<file path="src/rtl/flash_pkg.sv">
// Shared types and constants for the LED flash sequencer: FSM encoding,
// pattern mode codes, initial patterns and the per-step pattern update.
package flash_pkg;

   typedef enum logic [1:0] {
      StIdle = 2'd0,
      StRun  = 2'd1,
      StDone = 2'd2
   } state_t;

   typedef enum logic [1:0] {
      ModeToggle = 2'd0,
      ModeRotl   = 2'd1,
      ModeRotr   = 2'd2,
      ModePing   = 2'd3
   } mode_t;

   localparam logic [3:0] InitToggle = 4'b0000;
   localparam logic [3:0] InitRotl   = 4'b0001;
   localparam logic [3:0] InitRotr   = 4'b1000;
   localparam logic [3:0] InitPing   = 4'b0001;

   // Ping-pong turns around at these two end positions.
   localparam logic [3:0] PingLeftEnd  = 4'b1000;
   localparam logic [3:0] PingRightEnd = 4'b0001;

   typedef struct packed {
      logic [3:0] led;
      logic       dir_left;
   } step_t;

   function automatic logic [3:0] init_pattern(input mode_t mode);
      logic [3:0] pat;
      unique case (mode)
         ModeToggle: pat = InitToggle;
         ModeRotl:   pat = InitRotl;
         ModeRotr:   pat = InitRotr;
         ModePing:   pat = InitPing;
      endcase
      return pat;
   endfunction

   // Pattern (and ping-pong direction) after one step tick.
   function automatic step_t next_step(input mode_t mode, input logic [3:0] led,
                                       input logic dir_left);
      step_t s;
      s.led      = led;
      s.dir_left = dir_left;
      unique case (mode)
         ModeToggle: s.led = ~led;
         ModeRotl:   s.led = {led[2:0], led[3]};
         ModeRotr:   s.led = {led[0], led[3:1]};
         ModePing: begin
            if (dir_left) begin
               if (led == PingLeftEnd) begin
                  s.led      = {1'b0, led[3:1]};
                  s.dir_left = 1'b0;
               end else begin
                  s.led = {led[2:0], 1'b0};
               end
            end else begin
               if (led == PingRightEnd) begin
                  s.led      = {led[2:0], 1'b0};
                  s.dir_left = 1'b1;
               end else begin
                  s.led = {1'b0, led[3:1]};
               end
            end
         end
      endcase
      return s;
   endfunction

endpackage

</file>
<file path="src/rtl/flash_tick.sv">
// Step-rate prescaler: counts 0..limit-1 while enabled and flags the last count.
module flash_tick #(
   parameter int unsigned NB_DIV = 26
) (
   input  logic              clock,
   input  logic              i_reset,
   input  logic              i_clear,
   input  logic              i_enable,
   input  logic [NB_DIV-1:0] i_limit,
   output logic              o_tick
);

   logic [NB_DIV-1:0] count;
   logic              at_last;

   // Tick fires in the cycle the counter sits on its final value.
   always_comb begin
      at_last = (count == (i_limit - NB_DIV'(1)));
      o_tick  = i_enable && at_last;
   end

   // Prescaler counter; clear has priority over counting.
   always_ff @(posedge clock or negedge i_reset) begin
      if (!i_reset) begin
         count <= '0;
      end else if (i_clear) begin
         count <= '0;
      end else if (i_enable) begin
         if (at_last) begin
            count <= '0;
         end else begin
            count <= count + NB_DIV'(1);
         end
      end
   end

endmodule

</file>
<file path="src/rtl/flash_sequencer.sv">
// LED flash sequencer: runs one of four 4-bit patterns at a selectable step
// rate for a fixed number of steps (or continuously), with abort support.
module flash_sequencer
   import flash_pkg::*;
#(
   parameter int unsigned NB_DIV = 26,
   parameter int unsigned P_DIV0 = 50_000_000,
   parameter int unsigned P_DIV1 = 25_000_000,
   parameter int unsigned P_DIV2 = 12_500_000,
   parameter int unsigned P_DIV3 = 6_250_000
) (
   input  logic       clock,
   input  logic       i_reset,
   input  logic       i_start,
   input  logic       i_stop,
   input  logic [1:0] i_mode,
   input  logic [1:0] i_period,
   input  logic [3:0] i_count,
   output logic [3:0] o_led,
   output logic       o_busy,
   output logic       o_done
);

   localparam logic [NB_DIV-1:0] Div0 = NB_DIV'(P_DIV0);
   localparam logic [NB_DIV-1:0] Div1 = NB_DIV'(P_DIV1);
   localparam logic [NB_DIV-1:0] Div2 = NB_DIV'(P_DIV2);
   localparam logic [NB_DIV-1:0] Div3 = NB_DIV'(P_DIV3);

   state_t            state, state_next;
   mode_t             run_mode;
   logic [1:0]        run_period;
   logic              continuous;
   logic [3:0]        steps, steps_next;
   logic              dir_left, dir_next;
   logic [3:0]        led_next;
   logic              busy_next, done_next;
   logic              load;
   logic              tick;
   logic [NB_DIV-1:0] limit;
   step_t             stepped;

   // Step limit follows the period latched at start, not the live input.
   always_comb begin
      unique case (run_period)
         2'd0: limit = Div0;
         2'd1: limit = Div1;
         2'd2: limit = Div2;
         2'd3: limit = Div3;
      endcase
   end

   flash_tick #(
      .NB_DIV (NB_DIV)
   ) u_tick (
      .clock    (clock),
      .i_reset  (i_reset),
      .i_clear  (load),
      .i_enable (state == StRun),
      .i_limit  (limit),
      .o_tick   (tick)
   );

   // Next state, next registered outputs and step bookkeeping.
   always_comb begin
      state_next = state;
      led_next   = o_led;
      busy_next  = 1'b0;
      done_next  = 1'b0;
      steps_next = steps;
      dir_next   = dir_left;
      load       = 1'b0;
      stepped    = next_step(run_mode, o_led, dir_left);
      unique case (state)
         StIdle: begin
            led_next = 4'b0000;
            // Stop overrides a simultaneous start.
            if (i_start && !i_stop) begin
               load       = 1'b1;
               state_next = StRun;
               led_next   = init_pattern(mode_t'(i_mode));
               busy_next  = 1'b1;
               steps_next = i_count;
               dir_next   = 1'b1;
            end
         end
         StRun: begin
            busy_next = 1'b1;
            if (i_stop) begin
               // Abort beats a coincident tick: no update, no done pulse.
               state_next = StIdle;
               led_next   = 4'b0000;
               busy_next  = 1'b0;
            end else if (tick) begin
               led_next = stepped.led;
               dir_next = stepped.dir_left;
               if (!continuous) begin
                  steps_next = steps - 4'd1;
                  if (steps == 4'd1) begin
                     state_next = StDone;
                     busy_next  = 1'b0;
                     done_next  = 1'b1;
                  end
               end
            end
         end
         StDone: begin
            state_next = StIdle;
            led_next   = 4'b0000;
         end
         default: begin
            state_next = StIdle;
            led_next   = 4'b0000;
         end
      endcase
   end

   // FSM state, registered outputs and run counters.
   always_ff @(posedge clock or negedge i_reset) begin
      if (!i_reset) begin
         state    <= StIdle;
         o_led    <= 4'b0000;
         o_busy   <= 1'b0;
         o_done   <= 1'b0;
         steps    <= 4'd0;
         dir_left <= 1'b1;
      end else begin
         state    <= state_next;
         o_led    <= led_next;
         o_busy   <= busy_next;
         o_done   <= done_next;
         steps    <= steps_next;
         dir_left <= dir_next;
      end
   end

   // Run configuration, captured only when a run is accepted.
   always_ff @(posedge clock or negedge i_reset) begin
      if (!i_reset) begin
         run_mode   <= ModeToggle;
         run_period <= 2'd0;
         continuous <= 1'b0;
      end else if (load) begin
         run_mode   <= mode_t'(i_mode);
         run_period <= i_period;
         continuous <= (i_count == 4'd0);
      end
   end

endmodule
</file>
<file path="config.mk">
export PLATFORM = sky130hd
export DESIGN_NAME = flash_sequencer
export DESIGN_NICKNAME = d
export VERILOG_FILES = /design/src/rtl/flash_pkg.sv /design/src/rtl/flash_tick.sv /design/src/rtl/flash_sequencer.sv
export SDC_FILE = /design/constraint.sdc
export NUM_CORES = 1
export LEC_CHECK = 0
export ABC_AREA = 1
export BUFFER_PORTS_ARGS = -buffer_cell sky130_fd_sc_hd__clkbuf_2
export CAP_MARGIN = 15
export CORE_MARGIN = 4
export CORE_UTILIZATION = 55
export DETAILED_ROUTE_END_ITERATION = 8
export PLACE_DENSITY = 0.74
export SLEW_MARGIN = 40
export SYNTH_ARGS = -nofsm -noshare
export SYNTH_HDL_FRONTEND = slang
export SYNTH_SLANG_ARGS = --single-unit
</file>
<file path="constraint.sdc">
create_clock -name clock -period 4.9 [get_ports clock]
set_input_delay 0 -clock clock [delete_from_list [all_inputs] [get_ports clock]]
set_output_delay 0 -clock clock [all_outputs]
set_load 0.02 [all_outputs]
</file>
# [Word-level counts from Yosys, hierarchy flattened]
# Index checks and enable logic that the tools add are counted.
[word_totals] elab_cells=93 mem_bits_ro=0 mem_count=0 latch_bits=0 input_bits=12 ramBits=0 reg_bits=44 out_inout_bits=6
[classes] n_shift=0 mux=43 multipliers=0 reduce_logical=14 n_div=0 n_eq_ne=22 bitwise_logic=1 order_cmp=0 n_addsub=3
[ops] op="$pmux W26 S4" count=1
[ops] op="$mux W26" count=3
[ops] op="$mux W4" count=9
[ops] op="$add A26 B1 Y26 const B" count=1
[ops] op="$eq A26 B26 Y1" count=1
[ops] op="$sub A26 B1 Y26 const B" count=1
[ops] op="$mux W1" count=17
[ops] op="$pmux W4 S2" count=2
[ops] op="$pmux W4 S4" count=1
[ops] op="$eq A2 B2 Y1 const B" count=6
[ops] op="$pmux W4 S3" count=1
[ops] op="$mux W2" count=5
[ops] op="$ne A2 B2 Y1 const B" count=5
[ops] op="$reduce_and A5 Y1" count=2
[ops] op="$ne A3 B3 Y1 const B" count=3
[ops] op="$eq A2 B1 Y1 const B" count=4
[ops] op="$eq A4 B1 Y1 const B" count=2
[ops] op="$logic_not A2 Y1" count=4
[ops] op="$mux W5" count=1
[ops] op="$eq A4 B4 Y1 const B" count=1
[ops] op="$logic_not A4 Y1" count=1
[ops] op="$not A4 Y4" count=1
[ops] op="$pmux W1 S2" count=2
[ops] op="$pmux W2 S2" count=1
[ops] op="6 further kinds" count=8

# [Logic depth before layout (Yosys ltp)]
[depth] depth_word=8 ltp_mapped=14

# [By module]
# From an unflattened synthesis, not the netlist that was laid out.
[hier_totals] hier_cells=627 area_unflattened_um2=4061.4
[by_module_without_submodules] module="flash_tick" area_each_um2=2930.3 n_inst=1 cells_per_inst=460 seq_area_each_um2=650.6
[by_module_without_submodules] module="flash_sequencer" area_each_um2=1131.1 n_inst=1 cells_per_inst=167 seq_area_each_um2=451.7

# [Least setup slack after synthesis]
# No wires, ideal clock.
[synth_timing] path_type="register to register" from="register u_tick.count[0]" to="register u_tick.count[18]" arrival_ns=1.512 required_time_ns=4.769 period_less_slack_ns=1.643 path_stages_with_launch=11 setup_ns=0.131 slack_ns=3.257 cell_sequence="dfrtp_1 > ha_1 > nand2_1 > nor3_1 > nand3b_1 > inv_1 > nand2_1 > inv_1 > nand2_1 > nand4_1 > o21ai_0"
[synth_via] elab_chain_len=4 word_cells_on_any_way=5 cone_classes="1 x add/sub; 1 x eq/ne; 3 x mux"
[synth_rtl] item="from (decl)" line="flash_tick.sv:13" source="logic [NB_DIV-1:0] count;"
[synth_rtl] item="from (signal assigned)" line="flash_tick.sv:32" source="count <= count + NB_DIV'(1);"
[synth_rtl] item="$add A26 B1 Y26 / $eq A26 B26 Y1 (equally long branches)" line="flash_tick.sv:32, flash_tick.sv:18"
[synth_rtl] item="$mux W26 *" line="flash_tick.sv:29" source="if (at_last) begin"
[synth_rtl] item="$mux W26 *" line="flash_tick.sv:28" source="end else if (i_enable) begin"
[synth_rtl] item="$mux W26 *" line="flash_tick.sv:26" source="end else if (i_clear) begin"
# Mark *: on every way between the ends. The rest lies on a longest branch, timed or not. The select of a mux whose other input is x is not followed.
# A chain may end at the register's enable or synchronous reset.

# [Worst setup path in the final report]
[layout_timing] from="register run_period[1]" to="register steps[3]"
[layout_via] elab_chain_len=7 word_cells_on_any_way=10 cone_classes="1 x add/sub; 5 x eq/ne; 1 x mux; 3 x reduce/logical"
[layout_rtl] item="from (decl)" line="flash_sequencer.sv:31" source="logic [1:0] run_period;"
[layout_rtl] item="from (signal assigned)" line="flash_sequencer.sv:144" source="run_period <= i_period;"
[layout_rtl] item="$eq A2 B2 Y1, or another cell as far along" line="flash_sequencer.sv:44" source="unique case (run_period)"
[layout_rtl] item="$pmux W26 S4 *" line="flash_sequencer.sv:44"
[layout_rtl] item="$sub A26 B1 Y26 *" line="flash_tick.sv:18" source="at_last = (count == (i_limit - NB_DIV'(1)));"
[layout_rtl] item="$eq A26 B26 Y1 *" line="flash_tick.sv:18"
[layout_rtl] item="$logic_and A1 B1 Y1 *" line="flash_tick.sv:19" source="o_tick = i_enable && at_last;"
[layout_rtl] item="$ne A2 B2 Y1 (no source line) *"
[layout_rtl] item="$reduce_and A5 Y1 (no source line) *"
[layout_rtl] item="to (signal assigned)" line="flash_sequencer.sv:131" source="steps <= steps_next;"
[layout_rtl] item="to (decl)" line="flash_sequencer.sv:33" source="logic [3:0] steps, steps_next;"
# Marked as above.

==> out/results.tsv <==
stage	metric	value	unit
status	status	complete, no violations	
yosys	synth_flop_cell	dfrtp_1	
layout	drive_gt1_share	7.500	%
layout	multi_input_area	1647	µm²
worst_setup_path	critPathMaxFanout	24	
timing	fmax	424.3	MHz
clock_tree	cts_buffers	5	
min_path	hold_class	in2reg	
power_and_ir_drop	total_power	958.5	µW
layout	ff_latch_area	1102	µm²
global_routing	grt_pass1_wl	13310	µm
timing	drv_slew	0	
route	ant_nets	0	
yosys	synth_top_area_cell	dfrtp_1	
route	drcViolationCount	0	
route	vias	3121	
worst_setup_path	end_kind	flip-flop	
placement	io_buffers	17	
global_routing	antenna_found_initial	0	
yosys	synth_area_per_cell	6.607	µm²
timing	hold_viol_final	0	
route	viasPerCell	5.675	
yosys	synth_cell_types	33	
yosys	ys_seq_elements	44	
worst_setup_path	slowest_stage	dfrtp_1	
worst_setup_path	cp.arrival	2.55	ns
layout	finish.utilization	63.15	%
power_and_ir_drop	p_leak	0.001538	µW
yosys	ys_seq_area_share	36.59	%
worst_setup_path	required	5.09	ns
yosys	synth_warnings	0	
clock_tree	cts_resized	0	
power_and_ir_drop	peakVddDrop	0.2266	mV
global_routing	track_usage	25.93	%
power_and_ir_drop	power_density	291.6	nW/µm²
placement	dp.final_hpwl	5790	µm
placement	gp_congestion	0.9254	
clock_tree	cts_max_level	2	
global_routing	first_global_vias	2862	
worst_setup_path	worst-setup-path-type	reg2reg	
worst_setup_path	cpMostUsedCell	nand2_1	
route	routed_wl	7825	µm
clock_tree	cts_max_path_buffers	2	
timing	setup_viol	0	
clock_tree	cts_setup_buffers	0	
timing	tns	0	ns
route	drt_pass1_iterations	6	
yosys	yosys-top-cells-area	dfrtp_1, nand2_1, o21ai_0	
timing	period_share	48.10	%
worst_setup_path	crit_chain	inv_1 -> nand2_2 -> nand2_1 -> a21oi_1 -> nand2_1 -> nor2_2 -> nand2_2 -> nand2_4 -> nand3_1 -> nand2_1 -> nand2_1	
yosys	synth_top_cell_area_share	35.71	%
floorplan	start_util	57.88	%
yosys	synth_edf_count	0	
timing	period_needed	2.357	ns
floorplan	die_width	82.02	µm
clock_tree	clk_latency	0.30	ns
yosys	synth_nets	471	
route	detail_route.wl_per_cell	14.23	µm
clock_tree	cts_root_buf	clkbuf_8	
route	drt-initial-drc-count	301	
floorplan	die_height	82.02	µm
yosys	synth_area	3013	µm²
timing	worst_pin_slew	0.7295	ns
timing	relSlewSlack	51.07	%
timing	rsz0062_at_grt	false	
layout	fin_nets	494	
clock_tree	clkTransAtPathRegs	0.08	ns
yosys	yosys-top-cells-count	nand2_1, inv_1, nor2_1	
clock_tree	cts.sinks	44	
worst_setup_path	cp-start-kind	flip-flop	
floorplan	rows	26	
floorplan	io_pins	18	
worst_setup_path	cpPeakStageDelay	0.65	ns
floorplan	core_area	5205	µm²
clock_tree	cts_tree	yes	
yosys	async_reset_ff_share	100.0	%
yosys	synth_most_common_cell	nand2_1	
global_routing	grt.overflow.total	0	
floorplan	die_area	6726	µm²
global_routing	grt_max_degree	45	
timing	fin_hold_ws	0.007147	ns
timing	skew	0.006187	ns
job	maxCapViolCount	0	
yosys	syn-instance-count	456	
layout	area_delta_synth_final	9.095	%
layout	fillCellCount	476	
layout	diodes	0	
-- critical path, delay by kind of cell (launching register included) --
kind / cells / cell delay [ns]
buffers and inverters: 1 / 0.18
AND/OR/NAND/NOR: 9 / 1.29
AO/OA/AOI/OAI: 1 / 0.12
flip-flops: 1 / 0.65
-- per-stage QoR --
step                      instance area [µm²]  worst slack (ns)  std cells
after floorplan                          3013             3.257        456
after global placement                   3132             2.634        535
after detailed placement                 3132             2.595        535
after CTS                                3287             2.582        550
after global routing                     3287             2.283        550
final                                    3287             2.543        550
-- metal layers --
| layer | track usage, % | vias up | share of wire, % |
|---|---|---|---|
| met5 | 0 | - | 0 |
| met4 | 8.140 | 0 | 1.5 |
| met3 | 3.947 | 13 | 7.4 |
| met2 | 39.42 | 146 | 44 |
| met1 | 37.77 | 1424 | 47 |
| li1 | - | 1538 | - |
-- path summary, 6_finish.rpt --
| kind | startpoint | endpoint | slack (ns) | cells past startpoint |
|---|---|---|---|---|
| max in group asynchronous | i_reset | u_tick.count[25] | 4.20 | 3 |
| max | run_period[1] | steps[3] | 2.54 | 11 |
| min in group asynchronous | i_reset | run_period[1] | 0.29 | 3 |
| max reg2reg | run_period[1] | steps[3] | 2.54 | 11 |
| min | i_count[0] | continuous | 0.007 | 4 |
| min reg2reg | dir_left | dir_left | 0.51 | 2 |
-- power by group --
group / switching [µW] / internal [µW] / leakage, µW
clock network: 126 / 102 / 0.0000424
registers: 62.6 / 408 / 0.000591
logic: 166 / 93.3 / 0.000905
total: 355 / 603 / 0.00154
-- cell usage in the layout, fill, tap and decap left out, types with 2 or more instances in the layout --
master         instances
nand2_2                3
nand4_1               14
nand2_1              146
inv_1                 50
nor2_1                48
dfrtp_1               43
nor2_2                 4
o21ai_0               40
a31oi_1                2
nor3_1                12
xnor2_1                3
nand3_1               34
o22ai_1               12
a21oi_1               11
clkbuf_2              17
clkbuf_1               2
ha_1                   3
nand3b_1               2
dlygate4sd3_1          7
buf_4                  2
clkbuf_8               5
xor2_1                 8
-- layout make-up --
cell class	count	share of cell area [%]
multi-input combinational	350	50.10
sequential	44	33.54
inverter	52	5.938
timing repair buffer	26	5.177
tap	70	2.665
clock buffer	7	2.322
clock inverter	1	0.2665
-- cells by family after synthesis --
group	count (synthesis)	share of synthesized area, %
AO/OA/AOI/OAI	68	12.17
XOR/XNOR	11	3.198
flip-flops	44	36.59
AND/OR/NAND/NOR	268	38.04
adder cells (fa/ha/maj)	3	1.246
buffers and inverters	62	8.762
-- repair_timing --
| item | CTS | global route |
|---|---|---|
| setup endpoints to repair | 0 | 0 |
| hold endpoints to repair | 50 | 0 |
| hold buffers | 7 | 0 |
-- state kept, by name, indices dropped and copies added, names as in the netlist --
register,cells
state,2
o_busy,1
o_led,4
run_mode,2
run_period,2
u_tick.count,26
dir_left,1
steps,4
o_done,1
continuous,1
Note: power is estimated with default switching activity, not from simulation.
